==> src/rtl/afficheur_multiplexe.sv <==
// Time-multiplexed seven-segment driver: shadowed digit codes, prescaled digit scan,
// anti-ghosting blanking, leading-zero suppression and pin-level polarity selection.
module afficheur_multiplexe #(
   parameter int unsigned N_DIGITS      = 4,
   parameter int unsigned PRESCALE      = 50000,
   parameter int unsigned BLANK_CYC     = 2,
   parameter int unsigned ANODE_CATHODE = 0,
   parameter int unsigned AN_ACTIVE_LOW = 1,
   parameter int unsigned HEX_EN        = 0
) (
   input  logic                  clk,
   input  logic                  rst,
   input  logic [4*N_DIGITS-1:0] E,
   input  logic                  load,
   input  logic [N_DIGITS-1:0]   dp_in,
   input  logic                  lz_en,
   output logic [0:6]            S,
   output logic                  DP,
   output logic [N_DIGITS-1:0]   AN,
   output logic                  frame
);

   localparam int unsigned PW = (PRESCALE > 1) ? $clog2(PRESCALE) : 1;
   localparam int unsigned IW = (N_DIGITS > 1) ? $clog2(N_DIGITS) : 1;

   localparam logic [0:6]          S_OFF  = (ANODE_CATHODE != 0) ? 7'b0000000 : 7'b1111111;
   localparam logic                DP_OFF = (ANODE_CATHODE != 0) ? 1'b0 : 1'b1;
   localparam logic [N_DIGITS-1:0] AN_OFF = (AN_ACTIVE_LOW != 0) ? '1 : '0;

   logic [PW-1:0]         presc_q;
   logic [IW-1:0]         idx_q;
   logic [4*N_DIGITS-1:0] shadow_e_q;
   logic [N_DIGITS-1:0]   shadow_dp_q;

   logic [3:0]            cur_code;
   logic [0:6]            seg;
   logic                  suppress;
   logic                  dp_cur;
   logic [N_DIGITS-1:0]   an_onehot;
   logic                  presc_wrap;
   logic [0:6]            s_pin;
   logic                  dp_pin;
   logic [N_DIGITS-1:0]   an_pin;

   always_comb begin
      cur_code = shadow_e_q[int'(idx_q)*4 +: 4];
      dp_cur   = shadow_dp_q[idx_q];
      presc_wrap = (presc_q == PW'(PRESCALE - 1));

      // Segment patterns are active-high with a in the leftmost position.
      seg = 7'b0000000;
      case (cur_code)
         4'd0:  seg = 7'b1111110;
         4'd1:  seg = 7'b0110000;
         4'd2:  seg = 7'b1101101;
         4'd3:  seg = 7'b1111001;
         4'd4:  seg = 7'b0110011;
         4'd5:  seg = 7'b1011011;
         4'd6:  seg = 7'b1011111;
         4'd7:  seg = 7'b1110000;
         4'd8:  seg = 7'b1111111;
         4'd9:  seg = 7'b1111011;
         4'd10: seg = (HEX_EN != 0) ? 7'b1110111 : 7'b0000000;
         4'd11: seg = (HEX_EN != 0) ? 7'b0011111 : 7'b0000000;
         4'd12: seg = (HEX_EN != 0) ? 7'b1001110 : 7'b0000000;
         4'd13: seg = (HEX_EN != 0) ? 7'b0111101 : 7'b0000000;
         4'd14: seg = (HEX_EN != 0) ? 7'b1001111 : 7'b0000000;
         4'd15: seg = (HEX_EN != 0) ? 7'b1000111 : 7'b0000000;
         default: seg = 7'b0000000;
      endcase

      // A digit is a leading zero when it and every digit to its left are zero.
      suppress = 1'b0;
      if (lz_en && (idx_q != '0)) begin
         suppress = 1'b1;
         for (int j = 0; j < int'(N_DIGITS); j++) begin
            if ((j >= int'(idx_q)) && (shadow_e_q[j*4 +: 4] != 4'd0)) suppress = 1'b0;
         end
      end
      if (suppress) seg = 7'b0000000;

      an_onehot = '0;
      if (presc_q >= PW'(BLANK_CYC)) an_onehot[idx_q] = 1'b1;

      s_pin  = (ANODE_CATHODE != 0) ? seg : ~seg;
      dp_pin = (ANODE_CATHODE != 0) ? dp_cur : ~dp_cur;
      an_pin = (AN_ACTIVE_LOW != 0) ? ~an_onehot : an_onehot;
   end

   always_ff @(posedge clk) begin
      if (rst) begin
         presc_q     <= '0;
         idx_q       <= '0;
         shadow_e_q  <= '0;
         shadow_dp_q <= '0;
         S           <= S_OFF;
         DP          <= DP_OFF;
         AN          <= AN_OFF;
         frame       <= 1'b0;
      end else begin
         if (presc_wrap) begin
            presc_q <= '0;
            idx_q   <= (idx_q == IW'(N_DIGITS - 1)) ? '0 : idx_q + 1'b1;
         end else begin
            presc_q <= presc_q + 1'b1;
         end
         if (load) begin
            shadow_e_q  <= E;
            shadow_dp_q <= dp_in;
         end
         S     <= s_pin;
         DP    <= dp_pin;
         AN    <= an_pin;
         frame <= (presc_q == '0) && (idx_q == '0);
      end
   end

endmodule

==> config.mk <==
export PLATFORM = sky130hd
export DESIGN_NAME = afficheur_multiplexe
export DESIGN_NICKNAME = d
export VERILOG_FILES = /design/src/rtl/afficheur_multiplexe.sv
export SDC_FILE = /design/constraint.sdc
export NUM_CORES = 1
export LEC_CHECK = 0
export BUFFER_PORTS_ARGS = -buffer_cell sky130_fd_sc_hd__buf_4
export CORE_ASPECT_RATIO = 2
export CORE_UTILIZATION = 33
export DETAILED_ROUTE_END_ITERATION = 12
export PLACE_DENSITY = 0.57
export SLEW_MARGIN = 20
export SYNTH_ARGS = -nofsm -noshare
export SYNTH_HDL_FRONTEND = slang
export SYNTH_SLANG_ARGS = --single-unit
export TNS_END_PERCENT = 10
==> constraint.sdc <==
create_clock -name clk -period 2.5 [get_ports clk]
set_clock_uncertainty 0.15 [all_clocks]
set_input_delay 0.5 -clock clk [delete_from_list [all_inputs] [get_ports clk]]
set_output_delay 0.5 -clock clk [all_outputs]
set_load 0.01 [all_outputs]
# Word level (Yosys, flattened, before mapping)
# Memories as Yosys holds them, arrays and structs flattened.
# Index checks and enable logic that the tools add are counted.
dict set report op_classes {
  addsub 2
  magnitude_cmp 6
  eq_ne 2
  shift 1
  muxes 12
  bitwise 3
  n_reduce_logical 14
}
# cell count
set op_table {}
lappend op_table {{$add 16x1->16 const B} 1}
lappend op_table {{$eq 16x16->1 const B} 1}
lappend op_table {{$ge 16x2->1 const B} 1}
lappend op_table {{$logic_not 16->1} 1}
lappend op_table {{$reduce_bool 4->1} 4}
lappend op_table {{$shiftx 16x5->4} 1}
lappend op_table {{$mux 1} 7}
lappend op_table {{$mux 7} 1}
lappend op_table {{$not 7->7} 1}
lappend op_table {{$logic_and 1x1->1} 6}
lappend op_table {{$ge 1x2->1 const A} 2}
lappend op_table {{$mux 4} 1}
lappend op_table {{$not 4->4} 1}
lappend op_table {{$lt 2x3->1 const B} 1}
lappend op_table {{$add 2x1->2 const B} 1}
lappend op_table {{$bmux 1 s2} 1}
lappend op_table {{$demux 1 s2} 1}
lappend op_table {{$eq 2x2->1 const B} 1}
lappend op_table {{$ge 2x1->1 const B} 1}
lappend op_table {{$ge 2x2->1 const A} 1}
lappend op_table {{$logic_not 2->1} 1}
lappend op_table {{$mux 2} 1}
lappend op_table {{$reduce_bool 2->1} 1}
lappend op_table {{$reduce_or 2->1} 1}
lappend op_table {{$not 1->1} 1}
dict set report totals {
  reg_bits 51
  romBits 112
  in_bits 24
  out_inout_bits 13
  wordCells 49
  memories 1
}
# name words word_bits read_ports rd_clocked_by_memory_dff write_ports line_no
set mem_list {}
lappend mem_list {{(no name shown)} 16 7 1 0 0 52} ;# case (cur_code)

# Logic depth before layout (Yosys ltp)
# Gate-level depths: netlist (run 1).
dict set report depth {
  word_depth 9
  mapped_depth 7
  depth_no_buf 6
}

# Least setup slack after synthesis (run 1)
# Ideal clock, no wire load.
dict set report synth_path {
  path_kind {reg-to-reg}
  from {register presc_q[10]}
  to {register idx_q[0]}
  arrival_time_ps 1920
  t_required_ps 2280
  path_slack_ps 360
  stages_incl_launch_ff 5
  synth_period_minus_slack_ps 2140
  cell_sequence {dfxtp_1 or4_4 or4_4 or4_1 a21oi_1}
}
dict set report synth_between {
  elab_chain_cells 1
}
# element line_no
set synth_rtl {}
lappend synth_rtl {{start, declared} 30} ;# logic [PW-1:0] presc_q;
lappend synth_rtl {{start signal, assigned} 105} ;# presc_q <= presc_q + 1'b1;
lappend synth_rtl {{$eq 16x16->1} 48} ;# presc_wrap = (presc_q == PW'(PRESCALE - 1));
lappend synth_rtl {{end signal, assigned} 103} ;# idx_q <= (idx_q == IW'(N_DIGITS - 1)) ? '0 : idx_q + 1'b1;
lappend synth_rtl {{end, declared} 31} ;# logic [IW-1:0] idx_q;
# No other way between the ends.
# A chain may end at the register's enable or synchronous reset.

# Worst setup path in the final report (run 1)
# Ends and elaborated chain as after synthesis.

==> reports/results.tsv, run 1 <==
stage	metric	value	unit
synth	top-count cell post-synth	dfxtp_1	
critical_path	Critical Path RT	2.57	ns
synth	YS warnings	0	
route	met1 wire length	1674	um
critical_path	CP endpoint kind	register	
critical_path	crit path launch type	register	
route	first drt pass iteration count	4	
die	die height	120.2	um
synth	predominant post-synthesis flop cell	dfxtp_1	
sta	Max Transition Viols Final	0	
placement	pre-CTS setup slack	0.2916	ns
synth	Mapped Area	2306	um2
sta	Worst slew margin	0.6729	
route	DRC viols	0	
power_and_ir_drop	total power	1.761	mW
clock_network	CTS sink count	51	
placement	port buffer count	36	
cells_and_area	antenna cells	0	
sta	Final Setup Violations	0	
grt	antenna violations before repair	0	
grt	Total Routing Usage GR	0.1655	
grt	first-pass GRT wire length	8797	um
critical_path	Critical Path Fanout Max	4	
route	Max Used Layer	met4	
route	initial DRC count	60	
route	vias per cell	4.986	
critical_path	kind of critical path	register to register	
critical_path	CP startpoint	presc_q[10]	
cells_and_area	P&R area growth vs syn	23.01	%
synth	Seq/Total Area, Yosys	0.4428	
die	Initial Utilization	0.3455	
synth	Post-Synthesis Cells	241	
synth	Mapped Avg Cell Area	9.568	um2
grt	largest net degree at the start of global routing	29	
min_path	hold_sp	E[1]	
sta	RSZ-0062 raised after global routing	false	
synth	most common library cells after synthesis	dfxtp_1 (51), nor2_1 (38), mux2i_1 (20)	
cells_and_area	fraction of layout cells with a size suffix above 1	0.2079	
route	Final ANT Viol Nets	0	
synth	Yosys cell types	34	
die	die width	61.11	um
route	DR vias	1830	
sta	setup_tns	0	ns
sta	min cycle time layout	2.216	ns
sta	worst-margin pin slew	0.4884	ns
clock_network	CTS tree	built	
route	Avg WL per Cell	14.32	um
sta	Max Freq	451.3	MHz
clock_network	PostCTS Resize Cnt	0	
die	die area	7347	um2
sta	period utilisation layout	0.8864	
cells_and_area	final net count	315	
clock_network	H-tree levels	2	
synth	cell taking the most area after synthesis	dfxtp_1	
route	DRT Wirelength	5255	um
die	core footprint	6674	um2
clock_network	setup repair bufs after CTS	0	
clock_network	Skew-Pair Late Insertion Delay	0.29	ns
die	row cnt	42	
clock_network	clk buf depth	2	
clock_network	root buffer cell	clkbuf_16	
clock_network	CTS buffer count	5	
route	routed length on met3	170	um
die	I/O pin total	37	
synth	post-synth top area share	0.4428	
sta	final-report hold violation count	0	
critical_path	reg2reg start	presc_q[10]	
clock_network	Post-CTS Hold Fix Bufs	0	
synth	post-synth net total	278	
synth	FFs w/ async S/R, synth	0	
sta	post-route setup slack	0.2841	ns
min_path	Hold Path Class	input pin to register	
grt	GR Overflow Total	0	
synth	register bit total from synthesis	51	
synth	top post-synthesis cells by area	dfxtp_1 (44%), mux2i_1 (8.7%), ha_1 (7.1%)	
power_and_ir_drop	worst vdd ir	0.0003393	V
synth	EDFF count, synth	0	
placement	Detailed Place HPWL	4183	um
route	WL met2	3155	um
grt	vias in the first global route	1919	
run	MaxCap Viol Count	0	
power_and_ir_drop	Leak	1.182	nW
outcome	status	finished clean	
placement	Placer Congestion	0.8493	
power_and_ir_drop	power per cell area	621.0	nW/um2
critical_path	CP Data Arrival Time	2.29	ns
clock_network	Clock transition at path regs	0.06	ns
==> registers in the layout (all words and copies together), names as in the netlist <==
signal and cells:
S 7, shadow_e_q 16, presc_q 16, idx_q 2, shadow_dp_q 4, AN 4
DP 1, frame 1
==> cell usage in the layout, fill, tap and decap left out <==
cell type	n
a21oi_1	7
a31oi_1	1
nor2_1	38
o31ai_1	1
inv_1	10
or4_4	2
or4_1	3
o41ai_1	1
and4_1	1
mux2_2	1
nor2b_1	2
a41oi_1	1
nand2_1	9
and3_1	5
ha_1	13
buf_4	41
nand3b_1	1
dfxtp_1	51
nand4_1	7
nor3_1	7
mux4_2	5
xor2_1	7
clkbuf_1	1
o21bai_2	1
or3_1	3
nor4_1	1
a211oi_1	3
o21ai_0	12
clkbuf_16	5
nand3_1	10
mux2i_1	20
nand2b_1	1
xnor2_1	5
or4b_2	1
clkbuf_8	2
==> layer usage <==
metal | vias to the layer above | GRT usage
li1 | 911 | -
met1 | 869 | 0.1436
met2 | 33 | 0.3132
met3 | 17 | 0.04278
met4 | 0 | 0.09375
met5 | - | 0
==> path summary, 6_finish.rpt <==
check	endpoint	slack, ns	depth (start not counted)
max	idx_q[0]	0.28	4
min	shadow_e_q[1]	0.30	3
max reg2reg	idx_q[0]	0.28	4
min reg2reg	shadow_dp_q[3]	0.34	2
==> where the power goes <==
group	internal, mW	switching (mW)	leakage [nW]
sequential	0.851	0.0240	0.419
combinational	0.0951	0.0850	0.686
clock	0.426	0.280	0.0772
==> cell type report <==
| class | count | area [um2] |
|---|---|---|
| Timing Repair Buffer | 41 | 307.8 |
| Clock buffer | 8 | 156.4 |
| Tap cell | 88 | 110.1 |
| Inverter | 10 | 37.54 |
| Fill cell | 668 | 3837 |
| Sequential cell | 51 | 1021 |
| Multi-Input combinational cell | 169 | 1204 |
==> worst max-delay path, cell delays in order, from the launching register on <==
cell	delay, ns
dfxtp_1	0.34
or4_4	0.54
or4_4	0.56
or4_1	0.41
a21oi_1	0.15
==> cell families after synthesis <==
logic type      synth area share
simple gates              0.1959
flops                     0.4428
compound gates           0.06945
mux                       0.1405
buf+inv                  0.03527
fa+ha+maj                0.07054
xor+xnor                 0.04558
==> stage by stage <==
stage                     hold slack [ns]    util  instance area [um2]  std cells
after global placement             0.3224  0.4016                 2680        359
after detailed placement           0.3314  0.4016                 2680        359
final                              0.2967  0.4250                 2836        367
after floorplan                    0.2874       -                 2306        241
after CTS                          0.2964  0.4250                 2836        367
after global routing               0.3025  0.4250                 2836        367
Note: power is estimated with default switching activity, not from simulation.
==> run 2: changes to the inputs <==
--- a/config.mk
+++ b/config.mk
@@ -9,6 +9,7 @@
 export CORE_ASPECT_RATIO = 2
 export CORE_UTILIZATION = 33
 export DETAILED_ROUTE_END_ITERATION = 12
+export GPL_TIMING_DRIVEN = 0
 export PLACE_DENSITY = 0.57
 export SLEW_MARGIN = 20
 export SYNTH_ARGS = -nofsm -noshare
==> constraint.sdc (replaced) <==
create_clock -name clk -period 2.55 [get_ports clk]
set_clock_uncertainty 0.15 [all_clocks]
set_input_delay 0.51 -clock clk [delete_from_list [all_inputs] [get_ports clk]]
set_output_delay 0.51 -clock clk [all_outputs]
set_load 0.01 [all_outputs]
==> run 2 against run 1 <==
Effect of this change:
- hold slack improved by 0.0019 ns
- clock-buffer cell count shrank 3
- combinational power shrank 4%
- maximum frequency decreased by 8.9%
- global-route usage is 0.089 points lower
- critical path type unchanged
==> reports/results.tsv, run 2 (synthesis gave the netlist of run 1 again) <==
stage	metric	value	unit	change
outcome	status	finished clean		
power_and_ir_drop	total power	1.804	mW	+2.4%
route	DRT Wirelength	5274	um	+0.36%
clock_network	clk buf depth	2		unchanged
sta	worst-margin pin slew	0.7405	ns	+0.2521 ns
clock_network	setup repair bufs after CTS	0		unchanged
grt	antenna violations before repair	0		unchanged
cells_and_area	P&R area growth vs syn	23.33	%	
placement	pre-CTS setup slack	0.04126	ns	-0.2503 ns
sta	Worst slew margin	0.5064		-0.1665
cells_and_area	antenna cells	0		unchanged
die	Initial Utilization	0.3455		unchanged
power_and_ir_drop	power per cell area	634.2	nW/um2	+2.1%
sta	Max Freq	411.3	MHz	-8.9%
cells_and_area	most common cell after layout, fill and taps aside	dfxtp_1		
critical_path	kind of critical path	register to register		
cells_and_area	filler instances	695		+4.0%
grt	vias in the first global route	1890		-1.5%
sta	Max Transition Viols Final	0		unchanged
min_path	Hold Path Class	input pin to register		
grt	first-pass GRT wire length	8680	um	-1.3%
cells_and_area	area occupied by registers	1021	um2	unchanged
die	die height	120.2	um	unchanged
grt	largest net degree at the start of global routing	17		-41%
clock_network	Post-CTS Hold Fix Bufs	0		unchanged
critical_path	Critical Path RT	2.58	ns	about the same
placement	port buffer count	34		-5.6%
cells_and_area	most frequent cells in the layout	dfxtp_1 (51), nor2_1 (38), buf_4 (34)		
route	Final ANT Viol Nets	0		unchanged
sta	min cycle time layout	2.432	ns	+0.2157 ns
clock_network	Clock transition at path regs	0.07	ns	about the same
route	initial DRC count	67		+12%
clock_network	PostCTS Resize Cnt	0		unchanged
cells_and_area	fraction of layout cells with a size suffix above 1	0.1943		-0.01354
cells_and_area	post-route insts no fill	371		+1.1%
route	first drt pass iteration count	4		unchanged
sta	setup_tns	0	ns	unchanged
placement	Placed Cells	363		+1.1%
route	DR vias	1845		+0.82%
die	I/O pin total	37		unchanged
power_and_ir_drop	Leak	1.175	nW	-0.55%
clock_network	CTS tree	built		
placement	Detailed Place HPWL	4152	um	-0.75%
placement	Placer Congestion	0.8530		+0.44%
clock_network	root buffer cell	clkbuf_16		
die	core footprint	6674	um2	unchanged
power_and_ir_drop	worst vdd ir	0.0003410	V	+0.49%
cells_and_area	Multi-input gate area	1204	um2	unchanged
cells_and_area	final core utilization	0.4261		+0.001125
sta	post-route setup slack	0.1184	ns	-0.1657 ns
clock_network	H-tree levels	2		unchanged
cells_and_area	final net count	319		+1.3%
critical_path	CP endpoint kind	register		
sta	final-report hold violation count	0		unchanged
route	DRC viols	0		unchanged
sta	Final Setup Violations	0		unchanged
clock_network	CTS sink count	51		unchanged
die	die width	61.11	um	unchanged
clock_network	CTS buffer count	5		unchanged
die	die area	7347	um2	unchanged
critical_path	crit path launch type	register		
clock_network	Skew-Pair Late Insertion Delay	0.30	ns	about the same
critical_path	CP Data Arrival Time	2.47	ns	+0.18 ns
route	Avg WL per Cell	14.22	um	-0.72%
run	MaxCap Viol Count	0		unchanged
grt	Total Routing Usage GR	0.1646		-0.0008875
cells_and_area	top flop regs	presc_q: 16 flops, shadow_e_q: 16 flops, S: 7 flops		
route	vias per cell	4.973		-0.27%
grt	GR Overflow Total	0		unchanged
die	row cnt	42		unchanged
sta	RSZ-0062 raised after global routing	false		
critical_path	Critical Path Fanout Max	10		+6
sta	period utilisation layout	0.9536		+0.06720
run 2: changes by cell type in the layout (fill, tap and decap cells not counted):
cell / delta
clkbuf_2: +1
clkbuf_8: -2
clkinv_4: +1
clkbuf_1: +6
buf_2: +1
clkbuf_4: +1
buf_4: -7
bufinv_16: +1
buf_1: +1
clkinv_2: +1
run 2: worst paths after layout:
| path | start | endpoint | slack [ns] | cells after the start |
|---|---|---|---|---|
| worst max register to register | presc_q[4] | presc_q[11] | 0.12 | 6 |
| worst max-delay path | presc_q[4] | presc_q[11] | 0.12 | 6 |
| worst min-delay path | E[2] | shadow_e_q[2] | 0.30 | 3 |
| worst min register to register | presc_q[0] | presc_q[0] | 0.34 | 1 |
run 2: final cells by class:
| type | instances | share of cell area |
|---|---|---|
| timing repair buffer | 34 | 0.08975 |
| sequential | 51 | 0.3590 |
| inverter | 10 | 0.01320 |
| tap | 88 | 0.03872 |
| multi-input combinational | 169 | 0.4232 |
| clock inverter | 3 | 0.01540 |
| clock buffer | 5 | 0.04399 |
| buffer | 11 | 0.01672 |
run 2: through the flow:
| stage | hold WS (ns) | area (um2) |
|---|---|---|
| 2_1_floorplan | 0.2874 | 2306 |
| 3_3_place_gp | 0.3137 | 2671 |
| 3_5_place_dp | 0.3231 | 2671 |
| 4_1_cts | 0.2953 | 2840 |
| 5_1_grt | 0.3122 | 2844 |
| 6_report | 0.2986 | 2844 |
run 2: per-layer routing:
metal  vias up  global-route usage  share of wire
li1        926                   -              -
met1       868              0.1407           0.33
met2        36              0.3193           0.60
met3        15             0.03529          0.028
met4         0             0.09091          0.039
met5         -                   0              0
run 2: worst max-delay path, stage by stage (launching register included):
cell	delay (ns)
dfxtp_1	0.30
clkbuf_1	0.21
or3_1	0.45
or4_4	0.54
o21bai_2	0.31
buf_2	0.28
nor2_1	0.07
run 2: power by group:
| group | leakage, nW | internal [mW] | switching, mW | total, mW |
|---|---|---|---|---|
| registers | 0.419 | 0.834 | 0.0241 | 0.858 |
| clock network | 0.0838 | 0.463 | 0.309 | 0.772 |
| logic | 0.673 | 0.0910 | 0.0825 | 0.173 |
==> run 3: changes to the inputs <==
--- a/config.mk
+++ b/config.mk
@@ -5,12 +5,12 @@
 export SDC_FILE = /design/constraint.sdc
 export NUM_CORES = 1
 export LEC_CHECK = 0
-export BUFFER_PORTS_ARGS = -buffer_cell sky130_fd_sc_hd__buf_4
 export CORE_ASPECT_RATIO = 2
 export CORE_UTILIZATION = 33
 export DETAILED_ROUTE_END_ITERATION = 12
+export DONT_BUFFER_PORTS = 1
 export GPL_TIMING_DRIVEN = 0
-export PLACE_DENSITY = 0.57
+export PLACE_DENSITY = 0.53
 export SLEW_MARGIN = 20
 export SYNTH_ARGS = -nofsm -noshare
 export SYNTH_HDL_FRONTEND = slang
==> run 3 against run 2 <==
Effect of this change:
- final cell count decreased by 9.2%
- routed wire length fell by 0.51%
- sequential power is 1% higher
- core utilization is 4.2 points lower
- die area is the same
- combinational power down 31%
- via count shrank 4.8%
- first-iteration DRC count shrank 9.0%
- maximum frequency grew 1.3%
- highest routed layer unchanged
==> reports/results.tsv, run 3 (synthesis gave the netlist of run 1 again) <==
stage	metric	value	unit	change
placement	port buffer count	0		-100%
outcome	status	finished clean		
placement	Placer Congestion	0.8135		-4.6%
route	DRC viols	0		unchanged
power_and_ir_drop	power share of the clock group	0.403		-0.025
placement	pre-CTS setup slack	-0.009547	ns	-0.05081 ns
power_and_ir_drop	internal power	1.251	mW	-9.9%
critical_path	CP Data Arrival Time	2.43	ns	-0.04 ns
die	die height	120.2	um	unchanged
power_and_ir_drop	Sw Share	0.2439		+0.01350
sta	RSZ-0062 raised after global routing	false		
die	die width	61.11	um	unchanged
placement	Detailed Place HPWL	4175	um	+0.57%
critical_path	CP endpoint kind	register		
clock_network	clk buf depth	2		unchanged
cells_and_area	Multi-input gate area	1204	um2	unchanged
power_and_ir_drop	Reg power frac	0.525		+0.049
die	core footprint	6674	um2	unchanged
die	die area	7347	um2	unchanged
grt	largest net degree at the start of global routing	17		unchanged
sta	Final Setup Violations	0		unchanged
critical_path	crit path launch type	register		
critical_path	Critical Path RT	2.58	ns	about the same
clock_network	CTS sink count	51		unchanged
cells_and_area	most common cell after layout, fill and taps aside	dfxtp_1		
min_path	Hold Path Class	input pin to register		
clock_network	Skew-Pair Late Insertion Delay	0.29	ns	about the same
critical_path	R2R Setup Slk	0.15	ns	+0.03 ns
route	DRT Wirelength	5247	um	-0.51%
clock_network	H-tree levels	2		unchanged
route	initial DRC count	61		-9.0%
cells_and_area	fraction of layout cells with a size suffix above 1	0.08434		-0.1100
clock_network	Clock transition at path regs	0.07	ns	about the same
cells_and_area	P&R area growth vs syn	11.23	%	
die	I/O pin total	37		unchanged
critical_path	reg2reg start	presc_q[4]		
grt	GR Overflow Total	0		unchanged
cells_and_area	area occupied by registers	1021	um2	unchanged
route	Final ANT Viol Nets	0		unchanged
power_and_ir_drop	worst vdd ir	0.0002962	V	-13%
route	vias per cell	5.211		+4.8%
sta	Hold Worst Slack	0.2155	ns	-0.08312 ns
power_and_ir_drop	P_sw	403.3	uW	-2.9%
min_path	Hold Path End	shadow_e_q[12]		
grt	Total Routing Usage GR	0.1575		-0.007154
power_and_ir_drop	Combinational Power Share	0.072		-0.024
power_and_ir_drop	Leak	0.9978	nW	-15%
sta	min cycle time layout	2.401	ns	-0.03106 ns
min_path	hold_sp	E[12]		
critical_path	WP buf/inv	2		unchanged
critical_path	crit path cell chain	clkbuf_1 -> or3_1 -> or4_4 -> o21bai_2 -> buf_2 -> nor2_1		
critical_path	Crit Reg-Reg Endpoint	presc_q[5]		
sta	final-report hold violation count	0		unchanged
grt	first-pass GRT wire length	8273	um	-4.7%
route	Avg WL per Cell	15.57	um	+9.5%
sta	period utilisation layout	0.9414		-0.01218
sta	Max Freq	416.6	MHz	+1.3%
critical_path	Crit path largest cell delay	0.54	ns	about the same
cells_and_area	final net count	285		-11%
cells_and_area	most frequent cells in the layout	dfxtp_1 (51), nor2_1 (38), mux2i_1 (20)		
critical_path	Top Family by Delay on Critical Path	simple AND/OR/NAND/NOR gates		
power_and_ir_drop	power per cell area	644.8	nW/um2	+1.7%
sta	post-route setup slack	0.1495	ns	+0.03106 ns
cells_and_area	antenna cells	0		unchanged
sta	Worst slew margin	0.4960		-0.01037
clock_network	CTS tree	built		
clock_network	root buffer cell	clkbuf_16		
min_path	Worst Hold Depth	2		-1
cells_and_area	filler instances	703		+1.2%
critical_path	Critical Path Fanout Max	10		unchanged
route	DR vias	1756		-4.8%
grt	vias in the first global route	1787		-5.4%
grt	antenna violations before repair	0		unchanged
die	row cnt	42		unchanged
clock_network	CTS buffer count	5		unchanged
clock_network	setup repair bufs after CTS	0		unchanged
critical_path	cells on worst reg2reg path	6		unchanged
sta	worst-margin pin slew	0.7560	ns	+0.01555 ns
critical_path	Crit-path slowest cell	or4_4		
sta	Max Transition Viols Final	0		unchanged
cells_and_area	top flop regs	presc_q: 16 flops, shadow_e_q: 16 flops, S: 7 flops		
die	Initial Utilization	0.3455		unchanged
critical_path	kind of critical path	register to register		
run	MaxCap Viol Count	0		unchanged
route	first drt pass iteration count	4		unchanged
-- run 3: final cells by class --
class / count / area share
well taps: 88 / 0.04293
clock inverters: 3 / 0.007805
plain buffers: 11 / 0.01854
multi-input cells: 169 / 0.4693
flip-flops and latches: 51 / 0.3980
clock buffers: 5 / 0.04878
inverters: 10 / 0.01463
-- run 3: worst reg2reg max path: stages (launching register included) --
cell and delay (ns):
dfxtp_1 0.30, clkbuf_1 0.21, or3_1 0.45, or4_4 0.54, o21bai_2 0.29, buf_2 0.29
nor2_1 0.07
-- run 3: worst max-delay path by stage --
stage / start / endpoint / cells after the start
after floorplan: presc_q[10] / idx_q[0] / 4
after global placement: idx_q[1] / S[1] / 7
after detailed placement: idx_q[1] / S[6] / 7
after CTS: presc_q[4] / presc_q[5] / 6
after global routing: idx_q[0] / S[6] / 7
final: presc_q[4] / presc_q[5] / 6
-- run 3: what timing repair did --
item / in CTS / in global routing
hold buffers: 0 / 0
cloned: 0 / 0
resized for setup: 1 / 1
endpoints found under the setup margin: 3 / 6
-- run 3: metal layers --
layer | up-vias | share of wire | track usage
met1 | 853 | 0.32 | 0.1200
met2 | 33 | 0.63 | 0.3227
met4 | 0 | 0.029 | 0.08097
li1 | 857 | - | -
met3 | 13 | 0.029 | 0.03422
met5 | - | 0 | 0
-- run 3: through the flow --
| step | cell area [um2] | total power, mW | setup TNS (ns) | util | std cells |
|---|---|---|---|---|---|
| 3_3_place_gp | 2416 | 1.004 | 0 | 0.3620 | 329 |
| 6_report | 2565 | 1.654 | 0 | 0.3843 | 337 |
| 4_1_cts | 2562 | 1.677 | 0 | 0.3840 | 337 |
| 2_1_floorplan | 2306 | 0.9744 | 0 | - | 241 |
| 5_1_grt | 2565 | 1.720 | 0 | 0.3843 | 337 |
| 3_5_place_dp | 2416 | 1.009 | -0.01819 | 0.3620 | 329 |
-- run 3: power by group through the flow --
stage | Combinational [mW] | Clock (mW) | Sequential [mW]
after floorplan | 0.0983 | 0 | 0.876
after global placement | 0.118 | 0 | 0.886
after detailed placement | 0.122 | 0 | 0.887
after CTS | 0.122 | 0.686 | 0.869
after global routing | 0.136 | 0.711 | 0.874
final | 0.120 | 0.666 | 0.868
